**config.mk**
```make
export PLATFORM = sky130hd
export DESIGN_NAME = rnbip_fetch_decode
export DESIGN_NICKNAME = d
export VERILOG_FILES = /design/src/rtl/rnbip_fetch_decode.sv
export SDC_FILE = /design/constraint.sdc
export NUM_CORES = 1
export LEC_CHECK = 0
export CAP_MARGIN = 30
export CELL_PAD_IN_SITES_DETAIL_PLACEMENT = 2
export CELL_PAD_IN_SITES_GLOBAL_PLACEMENT = 2
export CORE_MARGIN = 2
export CORE_UTILIZATION = 29
export DETAILED_ROUTE_END_ITERATION = 6
export PLACE_DENSITY_LB_ADDON = 0.1
export SLEW_MARGIN = 10
export SYNTH_ARGS = -nofsm -noshare
export SYNTH_HDL_FRONTEND = slang
export SYNTH_SLANG_ARGS = --single-unit
```
**constraint.sdc**
```tcl
create_clock -name clk -period 3.7 [get_ports clk]
set_input_delay 0.37 -clock clk [delete_from_list [all_inputs] [get_ports clk]]
set_output_delay 0.37 -clock clk [all_outputs]
set_load 0.01 [all_outputs]
```
**src/rtl/rnbip_fetch_decode.sv**
```systemverilog
// rnbip_fetch_decode: instruction fetch/decode sequencer driving the RNBIP-2 register file and ALU select.
// Build macro ILLEGAL_TRAP_EN: illegal opcodes halt the core with a sticky illegal flag.
module rnbip_fetch_decode #(
  parameter int unsigned         PC_WIDTH = 8,
  parameter logic [PC_WIDTH-1:0] PC_RESET = '0
) (
  input  logic                clk,
  input  logic                reset,
  output logic [PC_WIDTH-1:0] pm_addr,
  input  logic [7:0]          pm_data,
  output logic [7:0]          or2,
  output logic [1:0]          enab,
  output logic [2:0]          mux_sel,
  output logic [2:0]          reg_sel,
  output logic [2:0]          seg,
  output logic [2:0]          alu_op,
  output logic                halted,
  output logic                illegal
);

  typedef enum logic [2:0] {
    S_FETCH, S_DECODE, S_OPFETCH, S_OPLATCH, S_EXEC, S_EXEC_RD, S_EXEC_WB, S_HALT
  } state_t;

  typedef enum logic [2:0] {
    OP_NOP, OP_CLR, OP_HLT, OP_MOVN, OP_MOV0, OP_MVI, OP_ALU, OP_ILL
  } opc_t;

  localparam logic [1:0] EN_CLR  = 2'b00;
  localparam logic [1:0] EN_WR   = 2'b01;
  localparam logic [1:0] EN_IDLE = 2'b10;
  localparam logic [1:0] EN_RD   = 2'b11;

  function automatic opc_t classify(input logic [7:0] op);
    if (op == 8'h00)             return OP_NOP;
    else if (op == 8'h01)        return OP_CLR;
    else if (op == 8'h0F)        return OP_HLT;
    else if (op[7:3] == 5'b00010) return OP_MOVN;
    else if (op[7:3] == 5'b00011) return OP_MOV0;
    else if (op[7:3] == 5'b00100) return OP_MVI;
    else if (op[7:6] == 2'b01)   return OP_ALU;
    else                          return OP_ILL;
  endfunction

  state_t               state, next;
  logic [PC_WIDTH-1:0]  pc;
  logic [7:0]           ir;
  opc_t                 ir_class, pm_class;

  assign pm_addr  = pc;
  assign ir_class = classify(ir);
  assign pm_class = classify(pm_data);
  assign halted   = (state == S_HALT);

  always_ff @(posedge clk) begin
    if (reset) state <= S_FETCH;
    else       state <= next;
  end

  always_ff @(posedge clk) begin
    if (reset) begin
      pc  <= PC_RESET;
      ir  <= '0;
      or2 <= '0;
    end else begin
      if (state == S_DECODE) begin
        ir <= pm_data;
        pc <= pc + PC_WIDTH'(1);
      end
      if (state == S_OPLATCH) begin
        or2 <= pm_data;
        pc  <= pc + PC_WIDTH'(1);
      end
    end
  end

`ifdef ILLEGAL_TRAP_EN
  logic illegal_q;
  always_ff @(posedge clk) begin
    if (reset)                                          illegal_q <= 1'b0;
    else if (state == S_DECODE && pm_class == OP_ILL) illegal_q <= 1'b1;
  end
  assign illegal = illegal_q;
`else
  assign illegal = (state == S_EXEC) && (ir_class == OP_ILL) && !reset;
`endif

  always_comb begin
    next    = state;
    enab    = EN_IDLE;
    mux_sel = '0;
    reg_sel = '0;
    seg     = '0;
    alu_op  = '0;
    case (state)
      S_FETCH:  next = S_DECODE;
      S_DECODE: begin
        case (pm_class)
          OP_MVI:  next = S_OPFETCH;
          OP_ALU:  next = S_EXEC_RD;
          OP_HLT:  next = S_HALT;
`ifdef ILLEGAL_TRAP_EN
          OP_ILL:  next = S_HALT;
`endif
          default: next = S_EXEC;
        endcase
      end
      S_OPFETCH: next = S_OPLATCH;
      S_OPLATCH: next = S_EXEC;
      S_EXEC: begin
        next = S_FETCH;
        case (ir_class)
          OP_CLR:  enab = EN_CLR;
          OP_MOVN: begin enab = EN_WR; mux_sel = 3'b000; seg = ir[2:0]; end
          OP_MOV0: begin enab = EN_WR; mux_sel = 3'b001; reg_sel = ir[2:0]; end
          OP_MVI:  begin enab = EN_WR; mux_sel = 3'b010; seg = ir[2:0]; end
          default: enab = EN_IDLE;
        endcase
      end
      S_EXEC_RD: begin
        next   = S_EXEC_WB;
        enab   = EN_RD;
        seg    = ir[2:0];
        alu_op = ir[5:3];
      end
      S_EXEC_WB: begin
        next    = S_FETCH;
        enab    = EN_WR;
        mux_sel = 3'b011;
        alu_op  = ir[5:3];
      end
      S_HALT:  next = S_HALT;
      default: next = S_FETCH;
    endcase
    // Reset overrides the decoded controls so an abandoned instruction never writes.
    if (reset) begin
      enab    = EN_IDLE;
      mux_sel = '0;
      reg_sel = '0;
      seg     = '0;
      alu_op  = '0;
    end
  end

endmodule
```
==> flow_metrics.py, run 1 <==
metrics = {
    "layout": {
        "fillers": 522,
        "drive_gt1_frac": 0.0570,
        "syn_to_final_growth_pct": 32.2,
        "post-route-cell-area_mm2": 0.00186,
        "multi_input_area_um2": 791,
        "ff_latch_area_um2": 541,
        "stdcell_count": 247,
        "final_nets": 205,
        "n_antenna_cell": 0,
    },
    "clock_network": {
        "cts_root_buffer": "clkbuf_8",
        "clock_path_buffers": 2,
        "clock_latency_ns": 0.27,
        "cts_buffers": 3,
        "hold_buffers": 0,
        "cts.htree.levels": 1,
        "ctsResizeCount": 0,
        "cts_setup_buffers": 0,
        "clock_sinks": 27,
        "cts_tree": "done",
        "path_clk_slew_ns": 0.09,
    },
    "timing": {
        "rsz0062_at_grt": "false",
        "hold_viol": 0,
        "setup_viol_count_final": 0,
        "finClkSkew_ns": 0.00232,
        "finalMaxSlewViolations": 0,
        "fin_hold_ws_ns": 0.521,
        "post-route-period-util": 0.721,
        "worstMarginPinSlew_ns": 0.712,
        "max_freq_ghz": 0.375,
        "tns_ns": 0,
        "slew-limit-headroom": 0.524,
        "finalCriticalPeriod_ns": 2.67,
    },
    "setup_path": {
        "cpMaxStageDelayCell": "clkdlybuf4s50_1",
        "required_ns": 3.33,
        "arrival_ns": 2.30,
        "crit_top_cell": "clkdlybuf4s50_1",
        "cpPeakStageDelay_ns": 0.53,
        "critPathMaxFanout": 30,
        "cp-end-kind": "primary output",
        "path_cells": "clkdlybuf4s50_1 -> buf_4 -> nand2b_1 -> nor3_1 -> and2_1 -> clkdlybuf4s50_1",
        "start_kind": "input pin",
        "crit_type": "input pin to primary output",
    },
    "routing": {
        "viasPerCell": 5.15,
        "drtAntennaViolNets": 0,
        "wl_per_cell_um": 16.3,
        "wl_um": 4020,
        "drc": 0,
        "drtIter0Drc": 54,
        "firstDrtPassIters": 4,
        "vias": 1272,
    },
    "die": {
        "die_h_um": 73.7,
        "start_util": 0.300,
        "core.rowCount": 25,
        "coreArea_mm2": 0.00469,
        "chipWidth_um": 73.7,
        "ios": 42,
        "die_area_mm2": 0.00543,
    },
    "min_path": {
        "hold_path_class": "register to register",
    },
    "synth": {
        "synth_area_leaders": "dfxtp_1, mux2i_1, nor2_1",
        "synth.most_common_cell": "dfxtp_1",
        "yosys.area.top_type": "dfxtp_1",
        "synth_top_area_share": 0.384,
        "seq_area_frac_synth": 0.384,
        "synth_area_mm2": 0.00141,
        "yosysWarningCount": 0,
        "synth-main-ff-cell": "dfxtp_1",
        "async_reset_ff_frac": 0,
        "syn_nets": 169,
        "yosys-top-cells-count": "dfxtp_1, nor2_1, mux2i_1",
        "synth_seq_cells": 27,
        "synth_edf_count": 0,
        "syn_inst": 158,
        "yosys.cell_types.count": 38,
        "syn-mean-instance-area_um2": 8.92,
    },
    "placed_design": {
        "placed_area_mm2": 0.00182,
        "io_buffers": 40,
        "hpwl_um": 3110,
        "gp_congestion": 0.709,
        "dp_cells": 243,
    },
    "power": {
        "max-vdd-ir-drop_mv": 0.151,
        "pwr_density_cell_mw_per_mm2": 331,
        "total_power_uw": 617,
        "leakage_nw": 0.706,
    },
    "global_routing": {
        "grt_max_degree": 31,
        "grt_use_met3": 0.0247,
        "grt_pass1_wl_um": 6840,
        "grt_remaining_overflow": 0,
        "grtUsageTotal": 0.163,
        "grt_pass1_vias": 1368,
        "use_met2": 0.273,
        "antenna_found_initial": 0,
        "met1_usage": 0.214,
        "top_usage_layer": "met2",
    },
    "run_status": {
        "status": "finished, final reports clean",
    },
    "flow_run": {
        "maxCapViolations": 0,
    },
}
cell families after synthesis:
kind of cell               Yosys count  share of synthesized area
adders and majority gates            1                    0.00888
DFF                                 27                      0.384
AOI/OAI and AO/OA                   20                     0.0879
and+or+nand+nor                     69                      0.275
xor gates and xnor gates             8                     0.0497
buffers and inverters               13                     0.0551
other                                1                    0.00266
muxes                               19                      0.137
critical path: cells and delay by family:
family,cells,cell delay [ns]
buffers and inverters,3,1.16
AND/OR/NAND/NOR,3,0.76
layer usage:
layer	share of wire	routed length [um]
met1	0.45	1820
met4	0.012	50
met2	0.50	2010
met5	0	0
met3	0.034	135
sequential cells by signal, summed over array words and instances (netlist names):
signal,flops
ir,8
or2,8
state,3
pm_addr,8
path summary, 6_finish.rpt:
path                                from     end  slack (ns)  cells past startpoint
worst max-delay path               reset  seg[1]        1.03                      6
worst min-delay path              or2[3]  or2[3]        0.52                      2
worst max register to register  state[1]  or2[5]        2.04                      3
worst min register to register    or2[3]  or2[3]        0.52                      2
layout by cell type (no fill, tap or decap), types with 6 or more instances in the layout:
master / instances
a21oi_1: 7
and2_1: 9
clkdlybuf4s50_1: 40
dfxtp_1: 27
mux2i_1: 17
nor2_1: 26
nor3_1: 6
per-stage QoR:
stage | setup WS (ns) | util
floorplan | 2.16 | -
global placement | 1.08 | 0.387
detailed placement | 0.984 | 0.387
CTS | 0.984 | 0.397
global route | 0.870 | 0.397
finish | 1.03 | 0.397
cell type report:
type / instances / share of cell area
Clock buffer: 4 / 0.0242
Inverter: 3 / 0.00604
Multi-Input combinational cell: 118 / 0.424
Sequential cell: 27 / 0.290
Tap cell: 54 / 0.0363
Timing Repair Buffer: 41 / 0.219
power breakdown:
group / switching (mW) / total, mW / internal, mW / leakage, nW
sequential: 0.0297 / 0.335 / 0.305 / 0.220
clock: 0.0896 / 0.167 / 0.0772 / 0.0228
combinational: 0.0572 / 0.115 / 0.0583 / 0.464
(Power assumes the default switching activity.)
==> inputs of run 2 (changes only) <==
- CORE_UTILIZATION: 29 -> 24
- clock period: 3.7 -> 2.2 ns (I/O delays scaled with it)
==> run 2 against run 1 <==
  * Clock skew grew 0.0070 ns
  * Clock power grew 72%
  * Sequential cell count is the same
  * Routed wire length grew 2.4%
  * Final area grew 5.6%
  * First-iteration DRC count shrank 57%
  * Critical path depth shrank 3
  * Critical endpoint is now halted
  * Setup slack lost 0.94 ns
  * Largest cell class unchanged
  * Sequential share of layout area shrank 1.2 points
  * Clock-buffer cell count shrank 1
==> flow_metrics.py, run 2 (synthesized netlist as in run 1, its figures left out) <==
metrics = {
    "run_status": {
        "status": "finished, final reports clean",
    },
    "routing": {
        "drc": 0,
        "wl_per_cell_um": 15.2,
        "wl_um": 4120,
        "firstDrtPassIters": 4,
        "drtAntennaViolNets": 0,
        "drtIter0Drc": 23,
        "viasPerCell": 4.70,
        "vias": 1273,
    },
    "clock_network": {
        "clock_sinks": 27,
        "cts_buffers": 3,
        "cts.htree.levels": 1,
        "cts_root_buffer": "clkbuf_8",
        "path_clk_slew_ns": 0.09,
        "clock_latency_ns": 0.28,
        "clock_path_buffers": 2,
        "cts_tree": "done",
        "hold_buffers": 0,
    },
    "setup_path": {
        "arrival_ns": 1.88,
        "cpMaxStageDelayCell": "dfxtp_1",
        "cp-end-kind": "primary output",
        "start_kind": "register",
        "path_cells": "buf_4 -> and3_1 -> clkdlybuf4s50_1",
        "crit_buf_inv": 2,
        "critPathMaxFanout": 10,
        "crit_type": "register to primary output",
        "rrSetupSlack_ns": 0.65,
        "worstRegToRegCells": 4,
        "reg2reg_to": "or2[4]",
        "crit_family": "buffers and inverters",
        "r2r-start": "state[1]",
        "cpPeakStageDelay_ns": 0.60,
        "required_ns": 1.98,
    },
    "layout": {
        "drive_gt1_frac": 0.131,
        "n_antenna_cell": 0,
        "final_common_cell": "clkdlybuf4s50_1",
        "post-route-cell-area_mm2": 0.00197,
        "stdcell_count": 271,
        "fillers": 634,
        "final_nets": 211,
        "final_cell_mix": "clkdlybuf4s50_1, nor2_1, dfxtp_1",
        "syn_to_final_growth_pct": 39.7,
    },
    "global_routing": {
        "grt_pass1_vias": 1378,
        "antenna_found_initial": 0,
        "grt_remaining_overflow": 0,
        "grtUsageTotal": 0.134,
        "grt_pass1_wl_um": 6680,
        "grt_max_degree": 28,
    },
    "min_path": {
        "hp-start": "pm_addr[1]",
        "holdPathEnd": "pm_addr[1]",
        "hold_depth": 2,
        "hold_path_class": "register to register",
    },
    "timing": {
        "fin_hold_ws_ns": 0.510,
        "finalCriticalPeriod_ns": 2.10,
        "max_freq_ghz": 0.476,
        "finClkSkew_ns": 0.00936,
        "finalMaxSlewViolations": 0,
        "setup_viol_count_final": 0,
        "tns_ns": 0,
        "hold_viol": 0,
        "post-route-period-util": 0.956,
        "rsz0062_at_grt": "false",
    },
    "die": {
        "coreArea_mm2": 0.00557,
        "chipWidth_um": 80.6,
        "die_area_mm2": 0.00650,
        "core.rowCount": 27,
        "start_util": 0.253,
        "die_h_um": 80.6,
        "ios": 42,
    },
    "power": {
        "pwr_density_cell_mw_per_mm2": 539,
        "leakage_nw": 0.854,
        "max-vdd-ir-drop_mv": 0.232,
        "total_power_mw": 1.06,
    },
    "placed_design": {
        "placed_area_mm2": 0.00188,
        "dp_cells": 266,
        "io_buffers": 40,
        "gp_congestion": 0.741,
        "hpwl_um": 3200,
    },
    "flow_run": {
        "maxCapViolations": 0,
    },
}
[run 2: layout make-up]
type | count | area (um^2) | share of cell area
clock buffers | 3 | 41.3 | 0.0210
clock inverters | 1 | 5.00 | 0.00254
inverters | 3 | 11.3 | 0.00572
multi-input cells | 118 | 817 | 0.415
flip-flops and latches | 27 | 548 | 0.278
well taps | 72 | 90.1 | 0.0458
repair buffers | 47 | 455 | 0.231
[run 2: report_power, final]
| group | switching (mW) | internal, mW |
|---|---|---|
| sequential | 0.0420 | 0.514 |
| combinational | 0.108 | 0.108 |
| clock | 0.161 | 0.127 |
[run 2: through the flow]
step | setup WS, ns | util
global route | 0.00252 | 0.353
CTS | 0.00107 | 0.346
detailed placement | 0.0670 | 0.337
floorplan | 0.808 | -
finish | 0.0979 | 0.353
global placement | 0.157 | 0.337
[run 2: worst min-delay path, delay by kind of cell, from the launching register on]
family / cells / cell delay [ns]
flops: 1 / 0.34
compound gates: 1 / 0.06
simple gates: 1 / 0.06
[run 2: worst max-delay path by stage]
stage	start	to	slack [ns]	cells after the start
2_1_floorplan	ir[5]	mux_sel[0]	0.81	5
3_3_place_gp	reset	seg[1]	0.16	5
3_5_place_dp	reset	seg[2]	0.07	5
4_1_cts	ir[5]	reg_sel[1]	0.001	5
5_1_grt	state[2]	alu_op[2]	0.003	4
6_report	state[1]	halted	0.1	3
[run 2: routing by layer]
layer,track usage,wire [um]
met1,0.166,1870
met2,0.239,2090
met3,0.0191,123
met4,0.0407,41
met5,0,0
[run 2: timing repair]
| action | in CTS | in global routing |
|---|---|---|
| gates resized for setup | 11 | 11 |
| setup endpoints to repair | 10 | 5 |
| pin swaps | 0 | 2 |
| setup buffers | 0 | 1 |
